[config.mk]
export PLATFORM = sky130hd
export DESIGN_NAME = vec_mem_sequencer_flat
export DESIGN_NICKNAME = d
export VERILOG_FILES = /design/src/rtl/vec_mem_sequencer_if.sv /design/src/rtl/vec_mem_sequencer.sv /design/src/flat_wrapper.sv
export SDC_FILE = /design/constraint.sdc
export NUM_CORES = 1
export LEC_CHECK = 0
export ABC_AREA = 0
export CAP_MARGIN = 5
export CELL_PAD_IN_SITES_DETAIL_PLACEMENT = 1
export CELL_PAD_IN_SITES_GLOBAL_PLACEMENT = 1
export CORE_MARGIN = 2
export CORE_UTILIZATION = 43
export CTS_CLUSTER_SIZE = 40
export DETAILED_ROUTE_END_ITERATION = 8
export GPL_TIMING_DRIVEN = 0
export PLACE_DENSITY_LB_ADDON = 0.1
export SKIP_LAST_GASP = 1
export SLEW_MARGIN = 20
export SYNTH_ARGS = -nofsm -noshare
export SYNTH_HDL_FRONTEND = slang
export SYNTH_SLANG_ARGS = --single-unit
[constraint.sdc]
create_clock -name clka -period 5.4 [get_ports clka]
set_input_delay 0.54 -clock clka [delete_from_list [all_inputs] [get_ports clka]]
set_output_delay 0.54 -clock clka [all_outputs]
set_load 0.05 [all_outputs]
[src/rtl/vec_mem_sequencer_if.sv]
// vec_mem_sequencer_if
// Purpose : bundles the dual-port DMem bus between the vector sequencer and
//           the data memory. Port A carries element A reads and result
//           writes, port B carries element B reads only.
// Signals : mem_wea/mem_addra/mem_dina/mem_douta - DMem port A
//           mem_web/mem_addrb/mem_dinb/mem_doutb - DMem port B
// Modports: master - the sequencer (drives addresses, enables, write data)
//           slave  - the memory (returns read data)
interface vec_mem_sequencer_if #(
   parameter int DATA_W = 16,
   parameter int ADDR_W = 10
);

   logic              mem_wea;
   logic [ADDR_W-1:0] mem_addra;
   logic [DATA_W-1:0] mem_dina;
   logic [DATA_W-1:0] mem_douta;
   logic              mem_web;
   logic [ADDR_W-1:0] mem_addrb;
   logic [DATA_W-1:0] mem_dinb;
   logic [DATA_W-1:0] mem_doutb;

   modport master (
      output mem_wea, mem_addra, mem_dina,
      output mem_web, mem_addrb, mem_dinb,
      input  mem_douta, mem_doutb
   );

   modport slave (
      input  mem_wea, mem_addra, mem_dina,
      input  mem_web, mem_addrb, mem_dinb,
      output mem_douta, mem_doutb
   );

endinterface

[src/rtl/vec_mem_sequencer.sv]
// vec_mem_sequencer
// Purpose : runs one memory-to-memory vector operation D[i] = f(A[i], B[i])
//           over the dual-port DMem, three cycles per element
//           (READ -> EXEC -> WRITE), followed by a one-cycle done pulse.
// Ports   : clka          system clock (also clocks the DMem)
//           rst_n         asynchronous active-low reset
//           start         one-cycle request, only looked at in IDLE
//           op            00 add, 01 sub (A-B), 10 and, 11 or
//           src_a/src_b   base addresses of the operand vectors
//           dst           base address of the result vector
//           len           element count, 0..1024
//           busy          high while an operation is in flight
//           done          one-cycle completion pulse
//           mem           DMem bus (vec_mem_sequencer_if.master)
// Options : define VSEQ_SAT_EN to make add/sub saturate as signed
//           two's-complement values instead of wrapping modulo 2^DATA_W.
module vec_mem_sequencer #(
   parameter int DATA_W = 16,
   parameter int ADDR_W = 10,
   parameter int RD_LAT = 1
) (
   input  logic                clka,
   input  logic                rst_n,
   input  logic                start,
   input  logic [1:0]          op,
   input  logic [ADDR_W-1:0]   src_a,
   input  logic [ADDR_W-1:0]   src_b,
   input  logic [ADDR_W-1:0]   dst,
   input  logic [ADDR_W:0]     len,
   output logic                busy,
   output logic                done,
   vec_mem_sequencer_if.master mem
);

   // The READ -> EXEC spacing assumes the DMem returns data one cycle after
   // the address is presented; any other latency would sample stale data.
   if (RD_LAT != 1) begin : g_rd_lat_unsupported
      $error("vec_mem_sequencer supports RD_LAT == 1 only");
   end

   localparam logic [DATA_W-1:0] MaxPos = {1'b0, {(DATA_W-1){1'b1}}};
   localparam logic [DATA_W-1:0] MaxNeg = {1'b1, {(DATA_W-1){1'b0}}};

   typedef enum logic [2:0] {
      S_IDLE,
      S_READ,
      S_EXEC,
      S_WRITE,
      S_DONE
   } state_t;

   state_t              state, state_next;
   logic [1:0]          op_r, op_next;
   logic [ADDR_W-1:0]   src_a_r, src_a_next;
   logic [ADDR_W-1:0]   src_b_r, src_b_next;
   logic [ADDR_W-1:0]   dst_r, dst_next;
   logic [ADDR_W:0]     len_r, len_next;
   logic [ADDR_W-1:0]   i, i_next;
   logic                busy_next, done_next;
   logic                wea_r, wea_next;
   logic [ADDR_W-1:0]   addra_r, addra_next;
   logic [ADDR_W-1:0]   addrb_r, addrb_next;
   logic [DATA_W-1:0]   dina_r, dina_next;
   logic                last_elem;

   // Element ALU. add/sub either wrap or, with VSEQ_SAT_EN, clamp on signed
   // overflow toward the sign of A (overflow can only move away from A's
   // sign, so A's sign tells which rail to clamp to).
   function automatic logic [DATA_W-1:0] alu(
      input logic [1:0]        f,
      input logic [DATA_W-1:0] a,
      input logic [DATA_W-1:0] b
   );
      logic [DATA_W-1:0] sum;
      logic [DATA_W-1:0] diff;
      logic [DATA_W-1:0] result;
      sum  = a + b;
      diff = a - b;
      case (f)
         2'b00: result = sum;
         2'b01: result = diff;
         2'b10: result = a & b;
         default: result = a | b;
      endcase
`ifdef VSEQ_SAT_EN
      if (f == 2'b00 && a[DATA_W-1] == b[DATA_W-1] && sum[DATA_W-1] != a[DATA_W-1]) begin
         result = a[DATA_W-1] ? MaxNeg : MaxPos;
      end
      if (f == 2'b01 && a[DATA_W-1] != b[DATA_W-1] && diff[DATA_W-1] != a[DATA_W-1]) begin
         result = a[DATA_W-1] ? MaxNeg : MaxPos;
      end
`else
      if (result == MaxPos && MaxNeg == MaxPos) begin
         result = '0;
      end
`endif
      return result;
   endfunction

   assign last_elem = ({1'b0, i} == (len_r - 1'b1));

   // State and every output are registered together. The comb block below
   // decides what the outputs should be in the state being entered, so the
   // memory sees address/enable/data for a state during that very state.
   always_ff @(posedge clka or negedge rst_n) begin
      if (!rst_n) begin
         state   <= S_IDLE;
         op_r    <= '0;
         src_a_r <= '0;
         src_b_r <= '0;
         dst_r   <= '0;
         len_r   <= '0;
         i       <= '0;
         busy    <= 1'b0;
         done    <= 1'b0;
         wea_r   <= 1'b0;
         addra_r <= '0;
         addrb_r <= '0;
         dina_r  <= '0;
      end else begin
         state   <= state_next;
         op_r    <= op_next;
         src_a_r <= src_a_next;
         src_b_r <= src_b_next;
         dst_r   <= dst_next;
         len_r   <= len_next;
         i       <= i_next;
         busy    <= busy_next;
         done    <= done_next;
         wea_r   <= wea_next;
         addra_r <= addra_next;
         addrb_r <= addrb_next;
         dina_r  <= dina_next;
      end
   end

   // Next-state and next-output logic. Addresses and write data hold by
   // default; write enable, busy and done default low so they only pulse in
   // the states that need them. The ALU result is captured straight into the
   // port A write-data register on the EXEC -> WRITE edge, while the DMem
   // read data for this element is valid. The next element's read addresses
   // are issued on the WRITE -> READ edge, so the current write lands before
   // the following read and overlapping vectors behave element by element.
   always_comb begin
      state_next = state;
      op_next    = op_r;
      src_a_next = src_a_r;
      src_b_next = src_b_r;
      dst_next   = dst_r;
      len_next   = len_r;
      i_next     = i;
      busy_next  = 1'b0;
      done_next  = 1'b0;
      wea_next   = 1'b0;
      addra_next = addra_r;
      addrb_next = addrb_r;
      dina_next  = dina_r;

      case (state)
         S_IDLE: begin
            if (start) begin
               op_next    = op;
               src_a_next = src_a;
               src_b_next = src_b;
               dst_next   = dst;
               len_next   = len;
               i_next     = '0;
               if (len == '0) begin
                  state_next = S_DONE;
                  done_next  = 1'b1;
               end else begin
                  state_next = S_READ;
                  busy_next  = 1'b1;
                  addra_next = src_a;
                  addrb_next = src_b;
               end
            end
         end
         S_READ: begin
            state_next = S_EXEC;
            busy_next  = 1'b1;
         end
         S_EXEC: begin
            state_next = S_WRITE;
            busy_next  = 1'b1;
            wea_next   = 1'b1;
            addra_next = dst_r + i;
            dina_next  = alu(op_r, mem.mem_douta, mem.mem_doutb);
         end
         S_WRITE: begin
            if (last_elem) begin
               state_next = S_DONE;
               done_next  = 1'b1;
            end else begin
               state_next = S_READ;
               busy_next  = 1'b1;
               i_next     = i + 1'b1;
               addra_next = src_a_r + i + 1'b1;
               addrb_next = src_b_r + i + 1'b1;
            end
         end
         S_DONE: begin
            state_next = S_IDLE;
         end
         default: begin
            state_next = S_IDLE;
         end
      endcase
   end

   // Port B is read-only for this block.
   assign mem.mem_wea   = wea_r;
   assign mem.mem_addra = addra_r;
   assign mem.mem_dina  = dina_r;
   assign mem.mem_web   = 1'b0;
   assign mem.mem_addrb = addrb_r;
   assign mem.mem_dinb  = '0;

endmodule

[src/flat_wrapper.sv]
// flat-port wrapper written by rule: the top's interface ports become plain ports
module vec_mem_sequencer_flat 
#(
   parameter int DATA_W = 16,
   parameter int ADDR_W = 10,
   parameter int RD_LAT = 1
)
  (clka, rst_n, start, op, src_a, src_b, dst, len, busy, done, mem_mem_wea, mem_mem_addra, mem_mem_dina, mem_mem_web, mem_mem_addrb, mem_mem_dinb, mem_mem_douta, mem_mem_doutb);
  vec_mem_sequencer_if #(.DATA_W(DATA_W), .ADDR_W(ADDR_W)) mem_i ();
  input  logic clka;
  input  logic rst_n;
  input  logic start;
  input  logic [1:0] op;
  input  logic [ADDR_W-1:0] src_a;
  input  logic [ADDR_W-1:0] src_b;
  input  logic [ADDR_W-1:0] dst;
  input  logic [ADDR_W:0] len;
  output logic busy;
  output logic done;
  output wire logic [$bits(mem_i.mem_wea)-1:0] mem_mem_wea;
  output wire logic [$bits(mem_i.mem_addra)-1:0] mem_mem_addra;
  output wire logic [$bits(mem_i.mem_dina)-1:0] mem_mem_dina;
  output wire logic [$bits(mem_i.mem_web)-1:0] mem_mem_web;
  output wire logic [$bits(mem_i.mem_addrb)-1:0] mem_mem_addrb;
  output wire logic [$bits(mem_i.mem_dinb)-1:0] mem_mem_dinb;
  input wire logic [$bits(mem_i.mem_douta)-1:0] mem_mem_douta;
  input wire logic [$bits(mem_i.mem_doutb)-1:0] mem_mem_doutb;
  assign mem_mem_wea = mem_i.mem_wea;
  assign mem_mem_addra = mem_i.mem_addra;
  assign mem_mem_dina = mem_i.mem_dina;
  assign mem_mem_web = mem_i.mem_web;
  assign mem_mem_addrb = mem_i.mem_addrb;
  assign mem_mem_dinb = mem_i.mem_dinb;
  assign mem_i.mem_douta = mem_mem_douta;
  assign mem_i.mem_doutb = mem_mem_doutb;
  vec_mem_sequencer #(.DATA_W(DATA_W), .ADDR_W(ADDR_W), .RD_LAT(RD_LAT)) u_core (.clka(clka), .rst_n(rst_n), .start(start), .op(op), .src_a(src_a), .src_b(src_b), .dst(dst), .len(len), .busy(busy), .done(done), .mem(mem_i));
endmodule
==> impl_metrics.toml, run 1 <==
[run]
drv_cap = 0

[drt]
drt_iter0_drc = 349
drcViolationCount = 0
antenna_left = 0
wl_per_cell_um = 20.2
num_vias = 6632
viasPerCell = 5.68
drt-total-wl_um = 23500
dr.pass1.iters = 5

[clocking]
clkSinkCount = 95
numCtsBuffers = 9
postCtsSetupBuffers = 0
clkTransAtPathRegs_ns = 0.08
cts_root_buffer = "clkbuf_16"
cts_hold_buf = 0
cts_resized = 0
cts_tree = "built"
cts_max_level = 3
clock_latency_ns = 0.36
clockBufferDepth = 2

[setup_path]
start_kind = "primary input"
cp_top_family = "compound AO/OA/AOI/OAI gates"
path_class = "in -> reg"
worstPathArrival_ns = 4.37
crit_chain = "clkdlybuf4s50_1 -> or3_1 -> or3_1 -> o21ai_0 -> xor2_1 -> ha_1 -> and3_1 -> a221o_1 -> a311o_1 -> a221o_1 -> a21oi_1 -> xor2_1 -> o31ai_1"
cp-end-kind = "flop"
max_stage_delay_ns = 0.50
cp_num_buf_inv = 1
cp_data_required_time_ns = 5.62
cp_max_fo = 5
critPathSlowestCell = "clkdlybuf4s50_1"

[grt]
grt_max_degree = 53
gr-usage-all-layers_pct = 28.1
gr-total-overflow = 0
grt_pass1_wl_um = 36800
antenna_found_initial = 0
grt_pass1_vias = 6890

[sta]
tns_ns = 0
fin_ws_ns = 1.26
finalMaxSlewViolations = 0
hold_violations = 0
rsz0062_at_grt = "false"
tightestPinTransition_ns = 0.891
period_needed_ns = 4.14
worst_clock_skew_ns = 0.0136
post-route-period-util_pct = 76.7
max_freq_mhz = 241
slew_headroom_pct = 40.6
finalSetupViolCount = 0

[synthesis]
syn_area_sq_mm = 0.00692
synth-seq-cells = 95
yosysWarnings = 0
synth_ff_type = "dfrtp_1"
async_flop_share_pct = 100
avgSynthCellArea_sq_um = 8.63
synthCells = 802
synth_edf_count = 0
synth_cell_types = 64
ys_seq_area_share_pct = 34.4

[layout]
final_layout_size_suffix_gt1_share_pct = 5.89
num-fill-cells = 1871
area_delta_synth_final_pct = 26.8
layout_commonest_cell = "nand2_1"
final_cell_mix = "nand2_1 (166), clkdlybuf4s50_1 (115), dfrtp_1 (95), o21ai_0 (50), ha_1 (47)"
final_nets = 1075
antenna_cells = 0

[pwr]
p_leak_nw = 4.00
ir_worst_vdd_mv = 0.307
cellPowerDensity_mw_per_mm2 = 617

[die]
core-area_sq_mm = 0.0158
die_w_um = 131
die_h_um = 131
num_rows = 46
die_area_sq_mm = 0.0171
start_util_pct = 43.7
ios = 134

[placed_design]
post-place-ws_ns = 0.950
io_buffers = 116
hpwl_um = 18000
gp_congestion = 0.893

[worst_hold_path]
hold_path.class = "in -> async"

[status]
status = "completed"
[through the flow]
step	utilization [%]	area [sq um]	std cells	hold WS [ns]	power (W)
2_1_floorplan	-	6980	818	0.244	0.00358
3_3_place_gp	53.1	8410	1150	0.459	0.00449
3_5_place_dp	53.3	8440	1151	0.473	0.00464
4_1_cts	55.4	8770	1167	0.113	0.00541
5_1_grt	55.4	8770	1167	0.126	0.00580
6_report	55.4	8770	1167	0.0967	0.00541
[worst paths after layout]
kind                                               from                       to  slack (ns)  cells past startpoint
max in group asynchronous                         rst_n  u_core.mem.mem_dina[11]        4.67                      2
worst max-delay path                   mem_mem_doutb[3]  u_core.mem.mem_dina[13]        1.26                     13
worst max register to register           u_core.op_r[0]  u_core.mem.mem_dina[13]        1.61                     12
worst min register to register  u_core.mem.mem_dina[15]  u_core.mem.mem_dina[15]        0.49                      2
worst min-delay path                              rst_n        u_core.src_b_r[8]         0.1                      1
min in group clka               u_core.mem.mem_dina[15]  u_core.mem.mem_dina[15]        0.49                      2
[worst register-to-register path: stages, from the launching register on]
cell and delay (ns):
dfrtp_1 0.37, clkbuf_1 0.46, nand2b_1 0.35, o21ai_0 0.23, xor2_1 0.18, ha_1 0.31, and3_1 0.25, a221o_1 0.35
a311o_1 0.39, a221o_1 0.35, a21oi_1 0.18, xor2_1 0.18, o31ai_1 0.08
[area by class of cell]
| cell class | count | area (sq um) | area share, % |
|---|---|---|---|
| timing repair buffer | 117 | 1190 | 13.6 |
| sequential | 95 | 2380 | 27.1 |
| clock buffer | 10 | 239 | 2.72 |
| tap | 216 | 270 | 3.08 |
| clock inverter | 6 | 97.6 | 1.11 |
| multi-input combinational | 644 | 4230 | 48.2 |
| inverter | 33 | 124 | 1.41 |
| buffer | 46 | 248 | 2.82 |
[Yosys cell counts, types with 12 or more instances]
| master | n | share of area [%] |
|---|---|---|
| a21o_1 | 14 | 1.5 |
| a21oi_1 | 24 | 1.7 |
| and3_1 | 12 | 1.1 |
| buf_4 | 17 | 1.8 |
| clkbuf_1 | 22 | 1.2 |
| dfrtp_1 | 95 | 34 |
| ha_1 | 47 | 8.5 |
| inv_1 | 32 | 1.7 |
| maj3_1 | 12 | 1.7 |
| mux2i_1 | 13 | 1.9 |
| nand2_1 | 166 | 9.0 |
| nand2b_1 | 20 | 1.8 |
| nor2_1 | 30 | 1.6 |
| nor2b_1 | 13 | 1.2 |
| nor3_1 | 17 | 1.2 |
| nor4_1 | 13 | 1.2 |
| o21a_1 | 15 | 1.6 |
| o21ai_0 | 50 | 3.6 |
| xnor2_1 | 29 | 3.7 |
| xor2_1 | 24 | 3.0 |
[layer usage]
| metal | GRT usage, % | vias to the layer above | part of all wire, % |
|---|---|---|---|
| met3 | 4.19 | 37 | 4.9 |
| met1 | 36.7 | 3314 | 44 |
| met4 | 10.3 | 0 | 2.7 |
| met2 | 47.6 | 175 | 48 |
| met5 | 0 | - | 0 |
| li1 | - | 3106 | - |
[state kept, by name (all words and copies together), names as in the netlist, 2 cells and up]
register              cells
u_core.dst_r             10
u_core.mem.mem_addrb     10
u_core.op_r               2
u_core.state              3
u_core.mem.mem_dina      16
u_core.i                 10
u_core.len_r             11
u_core.mem.mem_addra     10
u_core.src_a_r           10
u_core.src_b_r           10
[report_power, final]
group / internal, W / switching, W
clock: 0.000427 / 0.000324
sequential: 0.00103 / 0.000293
combinational: 0.00130 / 0.00204
[cell families after synthesis]
kind of cell    count (synthesis)  share of synthesized area, %
compound gates                183                          18.3
xor+xnor                       53                          6.71
fa+ha+maj                      63                          11.4
buf+inv                        79                          5.37
flops                          95                          34.4
mux                            19                          2.91
other cells                     1                        0.0542
simple gates                  309                          20.9
(Power assumes the default switching activity.)
==> inputs of run 2 (changes only) <==
CORE_UTILIZATION = 40   (was 43)
clock period = 3.9 ns   (was 5.4 ns; I/O delays follow)
==> run 2 against run 1 <==
Worst setup slack got worse by 1.1 ns. Sequential share of layout area grew 0.054 points. Highest routed layer unchanged. Clock power up 15%. Hold slack better by 0.38 ns.
==> impl_metrics.toml, run 2 (same netlist as run 1, synthesis figures left out) <==
[clocking]
cts_max_level = 3
clockBufferDepth = 2
clkSinkCount = 95
cts_root_buffer = "clkbuf_16"
postCtsSetupBuffers = 0
cts_tree = "built"
clkTransAtPathRegs_ns = 0.07
clock_latency_ns = 0.36
numCtsBuffers = 9

[sta]
post-route-period-util_pct = 96.4
finalSetupViolCount = 0
period_needed_ns = 3.76
rsz0062_at_grt = "true"
hold_violations = 0
tns_ns = 0
slew_headroom_pct = 44.5
finalMaxSlewViolations = 0
worst_clock_skew_ns = 0.00713
fin_ws_ns = 0.142
max_freq_mhz = 266
tightestPinTransition_ns = 0.811

[die]
ios = 134
num_rows = 48
die_w_um = 136
core-area_sq_mm = 0.0171
die_area_sq_mm = 0.0184
start_util_pct = 40.4
die_h_um = 136

[layout]
area_delta_synth_final_pct = 26.6
antenna_cells = 0
instances_no_fill = 1177
largest_reg_flops = 16
final_nets = 1076
final_layout_size_suffix_gt1_share_pct = 6.20
final_cell_mix = "nand2_1 (166), clkdlybuf4s50_1 (113), dfrtp_1 (95), o21ai_0 (49), ha_1 (47)"
layout_commonest_cell = "nand2_1"

[pwr]
p_leak_nw = 4.00
ir_worst_vdd_mv = 0.363
cellPowerDensity_mw_per_mm2 = 833

[drt]
drcViolationCount = 0
drt_iter0_drc = 261
dr.pass1.iters = 4
antenna_left = 0
drt-total-wl_um = 23200
wl_per_cell_um = 19.7
viasPerCell = 5.53
num_vias = 6513

[setup_path]
start_kind = "primary input"
cp-end-kind = "flop"
path_class = "in -> reg"
worstPathArrival_ns = 3.98
cp_max_fo = 5
timing.rr.start = "u_core.op_r[1]"
r2r_cells = 12
rrSetupSlack_ns = 0.27
r2r-end = "u_core.mem.mem_dina[13]"
cp_data_required_time_ns = 4.12

[placed_design]
gp_congestion = 0.874
io_buffers = 116
post-place-ws_ns = -0.420
place_inst = 1160
hpwl_um = 17700

[grt]
grt_pass1_wl_um = 37000
gr-usage-all-layers_pct = 26.0
gr-total-overflow = 0
antenna_found_initial = 0
grt_max_degree = 53
grt_pass1_vias = 6989

[worst_hold_path]
hold_depth = 2
hold_path.class = "reg -> reg"
min_from = "u_core.mem.mem_dina[8]"
hold_end = "u_core.mem.mem_dina[8]"

[run]
drv_cap = 0

[status]
status = "completed"
[run 2: changes by cell type in the layout (fill, tap and decap cells not counted), sizes merged]
cell	change
bufinv	-2
clkdlybuf4s50	-2
clkinv	+3
dlygate4sd3	+1
dlymetal6s2s	+2
inv	-1
[run 2: repair_timing]
action                     CTS  global route
pin swaps                    0             2
hold endpoints to repair    43             0
resized for setup            2             7
setup endpoints to repair    1             4
hold buffers                 1             0
[run 2: worst max path at each step]
stage	slack (ns)	endpoint	startpoint
2_1_floorplan	0.45	u_core.mem.mem_dina[13]	mem_mem_doutb[3]
3_3_place_gp	-1.26	u_core.dst_r[3]	rst_n
3_5_place_dp	-0.42	u_core.mem.mem_dina[13]	mem_mem_doutb[3]
4_1_cts	0.02	u_core.mem.mem_dina[13]	mem_mem_doutb[3]
5_1_grt	-0.004	u_core.mem.mem_dina[15]	mem_mem_doutb[8]
6_report	0.14	u_core.mem.mem_dina[13]	mem_mem_doutb[4]
[run 2: cell type report]
class	count	area, sq um
Tap cell	225	282
Timing Repair Buffer	118	1200
Inverter	33	124
Multi-Input combinational cell	644	4250
Fill cell	2016	8360
Buffer	46	249
Sequential cell	95	2380
Clock inverter	6	45.0
Clock buffer	10	229
[run 2: per-layer routing]
layer	vias up	wire length [um]	GRT usage, %
met5	-	0	0
met3	41	1140	4.86
li1	3098	-	-
met1	3210	10100	32.1
met4	0	580	10.1
met2	164	11400	45.0
[run 2: worst max-delay path: stages]
cell	delay, ns
clkdlybuf4s50_1	0.46
or3_4	0.42
or3_1	0.35
o21ai_1	0.16
xor2_1	0.16
ha_1	0.30
and3_1	0.24
a221o_1	0.36
a311o_1	0.35
a221o_1	0.36
a21oi_2	0.16
xor2_1	0.18
o31ai_1	0.08
[run 2: report_power, final]
group / leakage, nW / switching [W] / internal, W / total [W]
combinational: 2.69 / 0.00281 / 0.00180 / 0.00461
clock: 0.137 / 0.000428 / 0.000439 / 0.000866
sequential: 1.17 / 0.000387 / 0.00143 / 0.00182
[run 2: per-stage QoR]
step	hold WS, ns	power [W]	cell area [sq um]	utilization (%)
after floorplan	0.0944	0.00496	6980	-
after global placement	0.459	0.00620	8420	49.2
after detailed placement	0.347	0.00640	8450	49.4
after CTS	0.482	0.00731	8740	51.1
after global routing	0.517	0.00784	8760	51.2
final	0.477	0.00729	8760	51.2
